===== src/rtl/quad_velocity_if.sv =====
// Decoder-side bus of quad_velocity: displacement/qualifier inputs and velocity result outputs.
// master drives the measurement inputs; slave is the velocity block.
interface quad_velocity_if #(
  parameter int COUNTER_WIDTH = 32,
  parameter int WINDOW_WIDTH  = 24
);
  logic                     enable;
  logic [WINDOW_WIDTH-1:0]  window_cycles;
  logic [COUNTER_WIDTH-1:0] displacement;
  logic                     clear_displacement;
  logic                     hw_err;
  logic [COUNTER_WIDTH-1:0] velocity;
  logic [COUNTER_WIDTH-1:0] speed;
  logic                     direction;
  logic                     velocity_valid;
  logic                     velocity_err;
  logic                     err_sticky;

  modport master (
    output enable, window_cycles, displacement, clear_displacement, hw_err,
    input  velocity, speed, direction, velocity_valid, velocity_err, err_sticky
  );

  modport slave (
    input  enable, window_cycles, displacement, clear_displacement, hw_err,
    output velocity, speed, direction, velocity_valid, velocity_err, err_sticky
  );
endinterface


===== src/rtl/quad_velocity.sv =====
// Windowed delta of the decoder displacement -> velocity/speed/direction; QUAD_VELOCITY_AVG_EN averages the last 4 windows.
// Result registered one cycle after each window sample as a one-cycle strobe; no backpressure.
module quad_velocity #(
  parameter int COUNTER_WIDTH = 32,
  parameter int WINDOW_WIDTH  = 24
) (
  input logic            clk,
  input logic            rst_n,
  quad_velocity_if.slave bus
);
  localparam logic [COUNTER_WIDTH-1:0] SPEED_MAX = {1'b0, {(COUNTER_WIDTH-1){1'b1}}};
  localparam logic [COUNTER_WIDTH-1:0] VEL_MIN   = {1'b1, {(COUNTER_WIDTH-1){1'b0}}};

  typedef enum logic [1:0] {
    IDLE  = 2'd0,
    PRIME = 2'd1,
    RUN   = 2'd2
  } state_e;

  state_e state_q, state_d;

  logic                     capture;
  logic                     sample;
  logic                     count;
  logic [WINDOW_WIDTH-1:0]  neff;
  logic [WINDOW_WIDTH-1:0]  cnt_q, cnt_d;
  logic [COUNTER_WIDTH-1:0] last_q, last_d;
  logic [COUNTER_WIDTH-1:0] delta;
  logic [COUNTER_WIDTH-1:0] result;
  logic                     werr_q, werr_d;
  logic                     win_err;
  logic                     res_err;
  logic [COUNTER_WIDTH-1:0] vel_q, vel_d;
  logic [COUNTER_WIDTH-1:0] spd_q, spd_d;
  logic                     dir_q, dir_d;
  logic                     vld_q, vld_d;
  logic                     verr_q, verr_d;
  logic                     sticky_q, sticky_d;

  assign neff    = (bus.window_cycles < WINDOW_WIDTH'(2)) ? WINDOW_WIDTH'(2) : bus.window_cycles;
  assign delta   = bus.displacement - last_q;
  // An error in the sampling cycle itself still belongs to the window being closed.
  assign win_err = werr_q | bus.hw_err;

  always_ff @(posedge clk) begin
    if (!rst_n) begin
      state_q <= IDLE;
    end else begin
      state_q <= state_d;
    end
  end

  always_comb begin
    state_d = state_q;
    if (!bus.enable) begin
      state_d = IDLE;
    end else begin
      unique case (state_q)
        IDLE:    if (!bus.clear_displacement) state_d = PRIME;
        PRIME:   if (!bus.clear_displacement) state_d = RUN;
        RUN:     if (bus.clear_displacement)  state_d = PRIME;
        default: state_d = IDLE;
      endcase
    end
  end

  always_comb begin
    capture = 1'b0;
    sample  = 1'b0;
    count   = 1'b0;
    if (bus.enable && !bus.clear_displacement) begin
      unique case (state_q)
        PRIME: capture = 1'b1;
        RUN: begin
          if (cnt_q == WINDOW_WIDTH'(1)) begin
            sample = 1'b1;
          end else begin
            count = 1'b1;
          end
        end
        default: ;
      endcase
    end
  end

  always_comb begin
    cnt_d  = cnt_q;
    last_d = last_q;
    werr_d = werr_q;
    if (capture || sample) begin
      last_d = bus.displacement;
      cnt_d  = neff;
      werr_d = 1'b0;
    end else if (count) begin
      cnt_d = cnt_q - WINDOW_WIDTH'(1);
      if (bus.hw_err) begin
        werr_d = 1'b1;
      end
    end
  end

  always_ff @(posedge clk) begin
    if (!rst_n) begin
      cnt_q  <= '0;
      last_q <= '0;
      werr_q <= 1'b0;
    end else begin
      cnt_q  <= cnt_d;
      last_q <= last_d;
      werr_q <= werr_d;
    end
  end

`ifdef QUAD_VELOCITY_AVG_EN
  localparam int SUM_WIDTH = COUNTER_WIDTH + 2;

  logic [3:0][COUNTER_WIDTH-1:0] hist_q, hist_d;
  logic [2:0]                    herr_q, herr_d;
  logic [SUM_WIDTH-1:0]          sum_q, sum_d;
  logic [SUM_WIDTH-1:0]          sum_new;

  // Running sum of the last 4 deltas; the mean always fits COUNTER_WIDTH, so dropping 2 LSBs is the floor divide.
  assign sum_new = sum_q + {{2{delta[COUNTER_WIDTH-1]}}, delta}
                         - {{2{hist_q[3][COUNTER_WIDTH-1]}}, hist_q[3]};
  assign result  = sum_new[SUM_WIDTH-1:2];
  assign res_err = win_err | (|herr_q);

  always_comb begin
    hist_d = hist_q;
    herr_d = herr_q;
    sum_d  = sum_q;
    if (state_q == PRIME) begin
      hist_d = '0;
      herr_d = '0;
      sum_d  = '0;
    end else if (sample) begin
      hist_d = {hist_q[2:0], delta};
      herr_d = {herr_q[1:0], win_err};
      sum_d  = sum_new;
    end
  end

  always_ff @(posedge clk) begin
    if (!rst_n) begin
      hist_q <= '0;
      herr_q <= '0;
      sum_q  <= '0;
    end else begin
      hist_q <= hist_d;
      herr_q <= herr_d;
      sum_q  <= sum_d;
    end
  end
`else
  assign result  = delta;
  assign res_err = win_err;
`endif

  always_comb begin
    vel_d    = vel_q;
    spd_d    = spd_q;
    dir_d    = dir_q;
    verr_d   = verr_q;
    vld_d    = sample;
    sticky_d = bus.enable & (sticky_q | bus.hw_err);
    if (sample) begin
      vel_d  = result;
      dir_d  = result[COUNTER_WIDTH-1];
      verr_d = res_err;
      // The most negative value has no positive twin; clamp its magnitude.
      if (result == VEL_MIN) begin
        spd_d = SPEED_MAX;
      end else if (result[COUNTER_WIDTH-1]) begin
        spd_d = -result;
      end else begin
        spd_d = result;
      end
    end
  end

  always_ff @(posedge clk) begin
    if (!rst_n) begin
      vel_q    <= '0;
      spd_q    <= '0;
      dir_q    <= 1'b0;
      vld_q    <= 1'b0;
      verr_q   <= 1'b0;
      sticky_q <= 1'b0;
    end else begin
      vel_q    <= vel_d;
      spd_q    <= spd_d;
      dir_q    <= dir_d;
      vld_q    <= vld_d;
      verr_q   <= verr_d;
      sticky_q <= sticky_d;
    end
  end

  assign bus.velocity       = vel_q;
  assign bus.speed          = spd_q;
  assign bus.direction      = dir_q;
  assign bus.velocity_valid = vld_q;
  assign bus.velocity_err   = verr_q;
  assign bus.err_sticky     = sticky_q;

endmodule


===== src/flat_wrapper.sv =====
// flat-port wrapper written by rule: the top's interface ports become plain ports
module quad_velocity_flat 
#(
  parameter int COUNTER_WIDTH = 32,
  parameter int WINDOW_WIDTH  = 24
)
  (clk, rst_n, bus_enable, bus_window_cycles, bus_displacement, bus_clear_displacement, bus_hw_err, bus_velocity, bus_speed, bus_direction, bus_velocity_valid, bus_velocity_err, bus_err_sticky);
  quad_velocity_if #(.COUNTER_WIDTH(COUNTER_WIDTH), .WINDOW_WIDTH(WINDOW_WIDTH)) bus_i ();
  input logic clk;
  input logic rst_n;
  input wire logic [$bits(bus_i.enable)-1:0] bus_enable;
  input wire logic [$bits(bus_i.window_cycles)-1:0] bus_window_cycles;
  input wire logic [$bits(bus_i.displacement)-1:0] bus_displacement;
  input wire logic [$bits(bus_i.clear_displacement)-1:0] bus_clear_displacement;
  input wire logic [$bits(bus_i.hw_err)-1:0] bus_hw_err;
  output wire logic [$bits(bus_i.velocity)-1:0] bus_velocity;
  output wire logic [$bits(bus_i.speed)-1:0] bus_speed;
  output wire logic [$bits(bus_i.direction)-1:0] bus_direction;
  output wire logic [$bits(bus_i.velocity_valid)-1:0] bus_velocity_valid;
  output wire logic [$bits(bus_i.velocity_err)-1:0] bus_velocity_err;
  output wire logic [$bits(bus_i.err_sticky)-1:0] bus_err_sticky;
  assign bus_i.enable = bus_enable;
  assign bus_i.window_cycles = bus_window_cycles;
  assign bus_i.displacement = bus_displacement;
  assign bus_i.clear_displacement = bus_clear_displacement;
  assign bus_i.hw_err = bus_hw_err;
  assign bus_velocity = bus_i.velocity;
  assign bus_speed = bus_i.speed;
  assign bus_direction = bus_i.direction;
  assign bus_velocity_valid = bus_i.velocity_valid;
  assign bus_velocity_err = bus_i.velocity_err;
  assign bus_err_sticky = bus_i.err_sticky;
  quad_velocity #(.COUNTER_WIDTH(COUNTER_WIDTH), .WINDOW_WIDTH(WINDOW_WIDTH)) u_core (.clk(clk), .rst_n(rst_n), .bus(bus_i));
endmodule

===== config.mk =====
export PLATFORM = sky130hd
export DESIGN_NAME = quad_velocity_flat
export DESIGN_NICKNAME = d
export VERILOG_FILES = /design/src/rtl/quad_velocity_if.sv /design/src/rtl/quad_velocity.sv /design/src/flat_wrapper.sv
export SDC_FILE = /design/constraint.sdc
export NUM_CORES = 1
export LEC_CHECK = 0
export BUFFER_PORTS_ARGS = -buffer_cell sky130_fd_sc_hd__buf_2
export CORE_AREA = 2 2 170 172
export DETAILED_ROUTE_END_ITERATION = 10
export DIE_AREA = 0 0 172 174
export GPL_ROUTABILITY_DRIVEN = 0
export HOLD_SLACK_MARGIN = 0.15
export SLEW_MARGIN = 20
export SYNTH_ARGS = -nofsm -noshare
export SYNTH_HDL_FRONTEND = slang
export SYNTH_SLANG_ARGS = --single-unit

===== constraint.sdc =====
create_clock -name clk -period 4 [get_ports clk]
set_input_delay 0.4 -clock clk [delete_from_list [all_inputs] [get_ports clk]]
set_output_delay 0.4 -clock clk [all_outputs]
set_load 0.005 [all_outputs]

# After elaboration in Yosys (flattened, before gate mapping)
# Index checks and enable logic that the tools add are counted.
# totals
regBits	127
inputBits	61
output_inout_bits	68
wordCells	51
# classes
addsub	3
n_lt_le_gt_ge	1
eq_ne	7
n_mux	17
bitwise_logic	4
reduce_logical	9
# ops
operator	count
2-to-1 mux 24 bit	3
2-to-1 mux 32 bit	2
equality test 32 bit, second input constant	1
negation 32 bit	1
subtractor 32 bit	1
equality test 24 x 1 -> 1 bit, second input constant	1
less-than comparator 24 x 2 -> 1 bit, second input constant	1
subtractor 24 x 1 -> 24 bit, second input constant	1
2-to-1 mux 1 bit	8
2-to-1 mux 2 bit	3
inequality test 2 bit, second input constant	3
one-hot mux 2 bit (3 select lines)	1
AND reduction 2 bit	2
AND reduction 3 bit	1
equality test 2 x 1 -> 1 bit, second input constant	1
equality test 2 bit, second input constant	1
logical NOT 2 bit	1
OR 1 bit	2
nonzero test 2 bit	1
OR reduction 2 bit	1
AND 1 bit	1
logical AND 1 bit	1
logical NOT 1 bit	1
logical OR 1 bit	1
NOT 1 bit	1

# Logic depth before layout (Yosys ltp)
# logic_depth
word_depth	6
depth_mapped	15
mapped_depth_nobuf	14

# Worst setup path after synthesis
# Ideal clock, no wire load.
# synth_timing
path_kind	input to register
start	input port bus_displacement[0]
end	register u_core.spd_q[26], in the netlist u_core.bus.speed[26]
setup_ps	122
arrival_time_ps	3193
t_required_ps	3878
path_slack_ps	685
path_stages	14
path_buffers	0
cell_sequence	inv_1 ha_1 inv_1 fa_1 a211oi_2 o21ai_2 a21oi_1 xor2_1 nand4_4 nor4_2 nand4_4 o31ai_1 xnor2_1 a21oi_2
# synth_between
elab_chain_cells	4
word_cells_on_any_way	5
cone_classes	2 x add/sub; 1 x eq/ne; 2 x mux
# synth_lines
element	line_no	text
start: declaration	flat_wrapper.sv:13	input wire logic [$bits(bus_i.displacement)-1:0] bus_displacement;
subtractor 32 bit *	quad_velocity.sv:41	assign delta = bus.displacement - last_q;
negation 32 bit	quad_velocity.sv:174	spd_d = -result;
2-to-1 mux 32 bit	quad_velocity.sv:173	end else if (result[COUNTER_WIDTH-1]) begin
2-to-1 mux 32 bit *	quad_velocity.sv:171	if (result == VEL_MIN) begin
end signal: assignment	quad_velocity.sv:191	spd_q <= spd_d;
end: declaration	quad_velocity.sv:34	logic [COUNTER_WIDTH-1:0] spd_q, spd_d;
# Every way passes the cells marked *; elsewhere a longest branch is shown, timed or not.
# A chain may end at the register's enable or synchronous reset.

# Worst setup path in the final report
# layout_timing
start	register u_core.last_q[8]
end	register u_core.spd_q[13], in the netlist u_core.bus.speed[13]
# layout_between
elab_chain_cells	4
word_cells_on_any_way	5
cone_classes	2 x add/sub; 1 x eq/ne; 2 x mux
# layout_lines
element	line_no	text
start: declaration	quad_velocity.sv:27	logic [COUNTER_WIDTH-1:0] last_q, last_d;
start signal: assignment	quad_velocity.sv:109	last_q <= last_d;
subtractor 32 bit *	quad_velocity.sv:41	
negation 32 bit	quad_velocity.sv:174	
2-to-1 mux 32 bit	quad_velocity.sv:173	
2-to-1 mux 32 bit *	quad_velocity.sv:171	
# Marks and branches as above.

==> results.py <==
metrics = {
    "synth": {
        "ys.flop_type": "dfxtp_1",
        "synth_top_area_frac": 0.302,
        "async_reset_ff_frac": 0,
        "yosysTopAreaCell": "dfxtp_1",
        "synth_edf_count": 0,
        "syn_nets": 1153,
        "yosysUniqueCellTypes": 95,
        "seq_area_frac_synth": 0.302,
        "synthesis.instances": 1057,
        "ys.warnings.count": 0,
        "syn_avg_cell_area_um2": 7.91,
        "synth_area_leaders": "dfxtp_1 (30%), nand2_1 (8.0%), a21oi_1 (5.3%)",
        "syn-cell-area_um2": 8360,
        "ys_ff_latch": 126,
    },
    "layout": {
        "layout-drive-gt1-share": 0.213,
        "fillers": 3011,
        "area_growth_pct": 18.8,
        "instances_no_fill": 1559,
        "final_area_um2": 9930,
        "fin_util": 0.352,
        "fin_nets": 1258,
        "antenna_cells": 0,
    },
    "route": {
        "top_layer": "met5",
        "drc": 0,
        "wire_per_inst_um": 15.1,
        "viasPerCell": 4.97,
        "wl_met2_um": 10300,
        "drt_iter0_markers": 528,
        "vias": 7750,
        "first_pass_iters": 5,
        "postRouteAntennaNets": 0,
        "wl_met3_um": 1230,
        "wl_met1_um": 11600,
        "drt_wl_total_um": 23500,
    },
    "setup_path": {
        "path_cells": "inv_1, ha_1, nand4_1, a2111oi_4, a31o_1, o32ai_1, buf_4, nor4_4, nand4_4, nor3_2, a21oi_2, buf_4, a21oi_1",
        "crit_fanout": 30,
        "cpMaxStageDelayCell": "a2111oi_4",
        "critPathCaptureType": "flop",
        "worstPathArrival_ns": 3.90,
        "cpPeakStageDelay_ns": 0.56,
        "path_delay_family": "compound AO/OA/AOI/OAI gates",
        "path_class": "reg -> reg",
        "cp_common_cell": "buf_4",
        "crit_required_ns": 4.35,
        "crit_path_start_kind": "flop",
        "worst-path-buf-inv": 3,
    },
    "timing": {
        "worst_slew_pin_slew_ns": 0.847,
        "rsz0062_at_grt": "false",
        "slew_violations": 0,
        "timing.fmax_mhz": 282,
        "fin_crit_ns": 3.55,
        "period_share": 0.888,
        "hold_viol_final": 0,
        "fin_tns_setup_ns": 0,
        "setup_viol": 0,
        "slew_headroom": 0.433,
        "finClkSkew_ns": 0.0118,
    },
    "clocking": {
        "clk_pin_slew_ns": 0.06,
        "ctsHoldBuffers": 0,
        "cts.sinks": 126,
        "cts_tree": "done",
        "cts_setup_buffers": 0,
        "htree_num_levels": 4,
        "cts_made_buffers": 17,
        "cts_resized": 0,
        "clockRootBuffer": "clkbuf_16",
        "clock_path_buffers": 2,
        "worstSkewPairLatency_ns": 0.42,
    },
    "global_routing": {
        "grt_pass1_wl_um": 38000,
        "antenna_found_initial": 2,
        "grt_pass1_vias": 7335,
        "grtUsageTotal": 0.158,
        "grt_max_degree": 69,
        "grt-ovfl-total": 0,
    },
    "die": {
        "coreArea_um2": 28200,
        "row_count": 62,
        "die-area_um2": 29900,
        "initial_core_util": 0.296,
        "die_w_um": 172,
        "die_h_um": 174,
        "io_pins": 129,
    },
    "placement": {
        "dp_hpwl_um": 17600,
        "post-place-cells": 1527,
        "io_buffers": 128,
        "dpl-instance-area_um2": 9310,
    },
    "hold_path": {
        "hp-class": "in -> reg",
    },
    "outcome": {
        "status": "finished, final reports clean",
    },
    "power_and_ir_drop": {
        "leakagePower_nw": 3.94,
        "power.density_nw_per_um2": 370,
        "worst_ir_drop_vdd_mv": 0.296,
    },
    "flow_run": {
        "maxCapViolCount": 0,
    },
}
layout by cell type, fill, tap and decap left out, types with 4 or more instances in the layout:
cell	n
a21boi_1	4
buf_4	19
nand2_1	178
o21ai_1	5
o211a_1	10
nor2b_1	8
o21a_1	6
clkbuf_16	17
a21o_1	11
nor4_1	10
xnor2_1	28
nand3_1	9
a21boi_0	57
and2_1	16
nor3_1	25
o221a_2	4
nor2_1	64
o21ai_0	79
a21oi_2	7
nand2b_1	8
a21oi_1	88
dfxtp_1	126
xor2_1	22
ha_1	34
or3_1	7
o31ai_1	5
inv_1	50
mux2i_1	4
nor3b_1	5
clkinvlp_4	4
o211ai_1	4
a31oi_1	12
buf_2	128
or2_2	5
nand4_1	11
flip-flops by register name, summed over array words and instances, names as in the netlist:
| name | flops |
|---|---|
| u_core.bus.velocity_err | 1 |
| u_core.bus.direction | 1 |
| u_core.bus.velocity_valid | 1 |
| u_core.bus.speed | 32 |
| u_core.bus.err_sticky | 1 |
| u_core.state_q | 2 |
| u_core.bus.velocity | 31 |
| u_core.cnt_q | 24 |
| u_core.werr_q | 1 |
| u_core.last_q | 32 |
cells by family (layout without fill, tap and decap cells):
| logic type | Yosys count | count (layout) | synth area share |
|---|---|---|---|
| compound gates | 346 | 346 | 0.287 |
| xor+xnor | 54 | 54 | 0.0602 |
| fa+ha+maj | 35 | 35 | 0.0533 |
| buf+inv | 113 | 231 | 0.0674 |
| flops | 126 | 126 | 0.302 |
| mux | 5 | 5 | 0.00614 |
| simple gates | 378 | 378 | 0.225 |
where the power goes:
part	switching, W	total [W]	internal (W)
clock network	0.000609	0.00164	0.00103
logic	0.000456	0.000754	0.000298
registers	0.00000991	0.00128	0.00127
cells in the mapped netlist, types with 3 or more instances:
cell / instances
buf_2: 15
a21boi_0: 57
or3_1: 7
a21oi_2: 7
o21ai_0: 79
inv_1: 50
dfxtp_1: 126
ha_1: 34
nor3_1: 26
or4_1: 3
a21o_1: 11
o2111ai_1: 3
clkbuf_8: 7
buf_6: 3
clkbuf_1: 31
nor2b_1: 8
nand2_1: 178
xnor2_2: 3
mux2i_1: 4
o21bai_1: 3
a31oi_1: 12
nand2b_1: 8
o221a_2: 4
buf_4: 4
o21a_1: 7
or2_2: 5
and2_1: 16
a21oi_1: 88
nor4_1: 10
o31ai_1: 5
o2111ai_2: 3
a21boi_1: 4
nand3_1: 9
nor3b_1: 5
nor2_1: 64
nor4_4: 3
xor2_1: 22
o41ai_2: 3
nand4_1: 11
xnor2_1: 28
nor4_2: 3
o21ai_1: 6
o211ai_1: 4
o211a_1: 10
layout make-up:
cell class / instances / area (µm²) / share of cell area
clock buffer: 20 / 467 / 0.0470
sequential: 126 / 2520 / 0.254
clock inverter: 12 / 160 / 0.0161
inverter: 50 / 188 / 0.0189
timing repair buffer: 149 / 823 / 0.0829
tap: 384 / 480 / 0.0484
multi-input combinational: 818 / 5290 / 0.533
metal layers:
| layer | vias to the layer above | global-route usage |
|---|---|---|
| met5 | - | 0 |
| met1 | 3577 | 0.222 |
| met2 | 190 | 0.239 |
| met4 | 4 | 0.0445 |
| met3 | 23 | 0.0398 |
| li1 | 3956 | - |
worst paths after layout:
path / from / slack [ns] / endpoint / depth (start not counted)
max: u_core.last_q[8] / 0.45 / u_core.bus.speed[13] / 13
max reg2reg: u_core.last_q[8] / 0.45 / u_core.bus.speed[13] / 13
min: bus_displacement[19] / 0.24 / u_core.last_q[19] / 3
min reg2reg: u_core.last_q[17] / 0.46 / u_core.last_q[17] / 2
per-stage QoR:
stage	hold WS [ns]	setup WS [ns]	power [W]
finish	0.243	0.449	0.00367
detailed placement	0.455	0.208	0.00205
floorplan	0.443	0.685	0.00187
global placement	0.449	0.268	0.00205
global route	0.237	0.176	0.00385
CTS	0.222	0.432	0.00371
worst reg2reg max path, delay by kind of cell, from the launching register on:
kind	cells	cell delay, ns
DFF	1	0.33
buffers and inverters	3	0.46
and+or+nand+nor	4	1.08
adders and majority gates	1	0.46
AOI/OAI and AO/OA	5	1.16
Note: power is estimated with default switching activity, not from simulation.
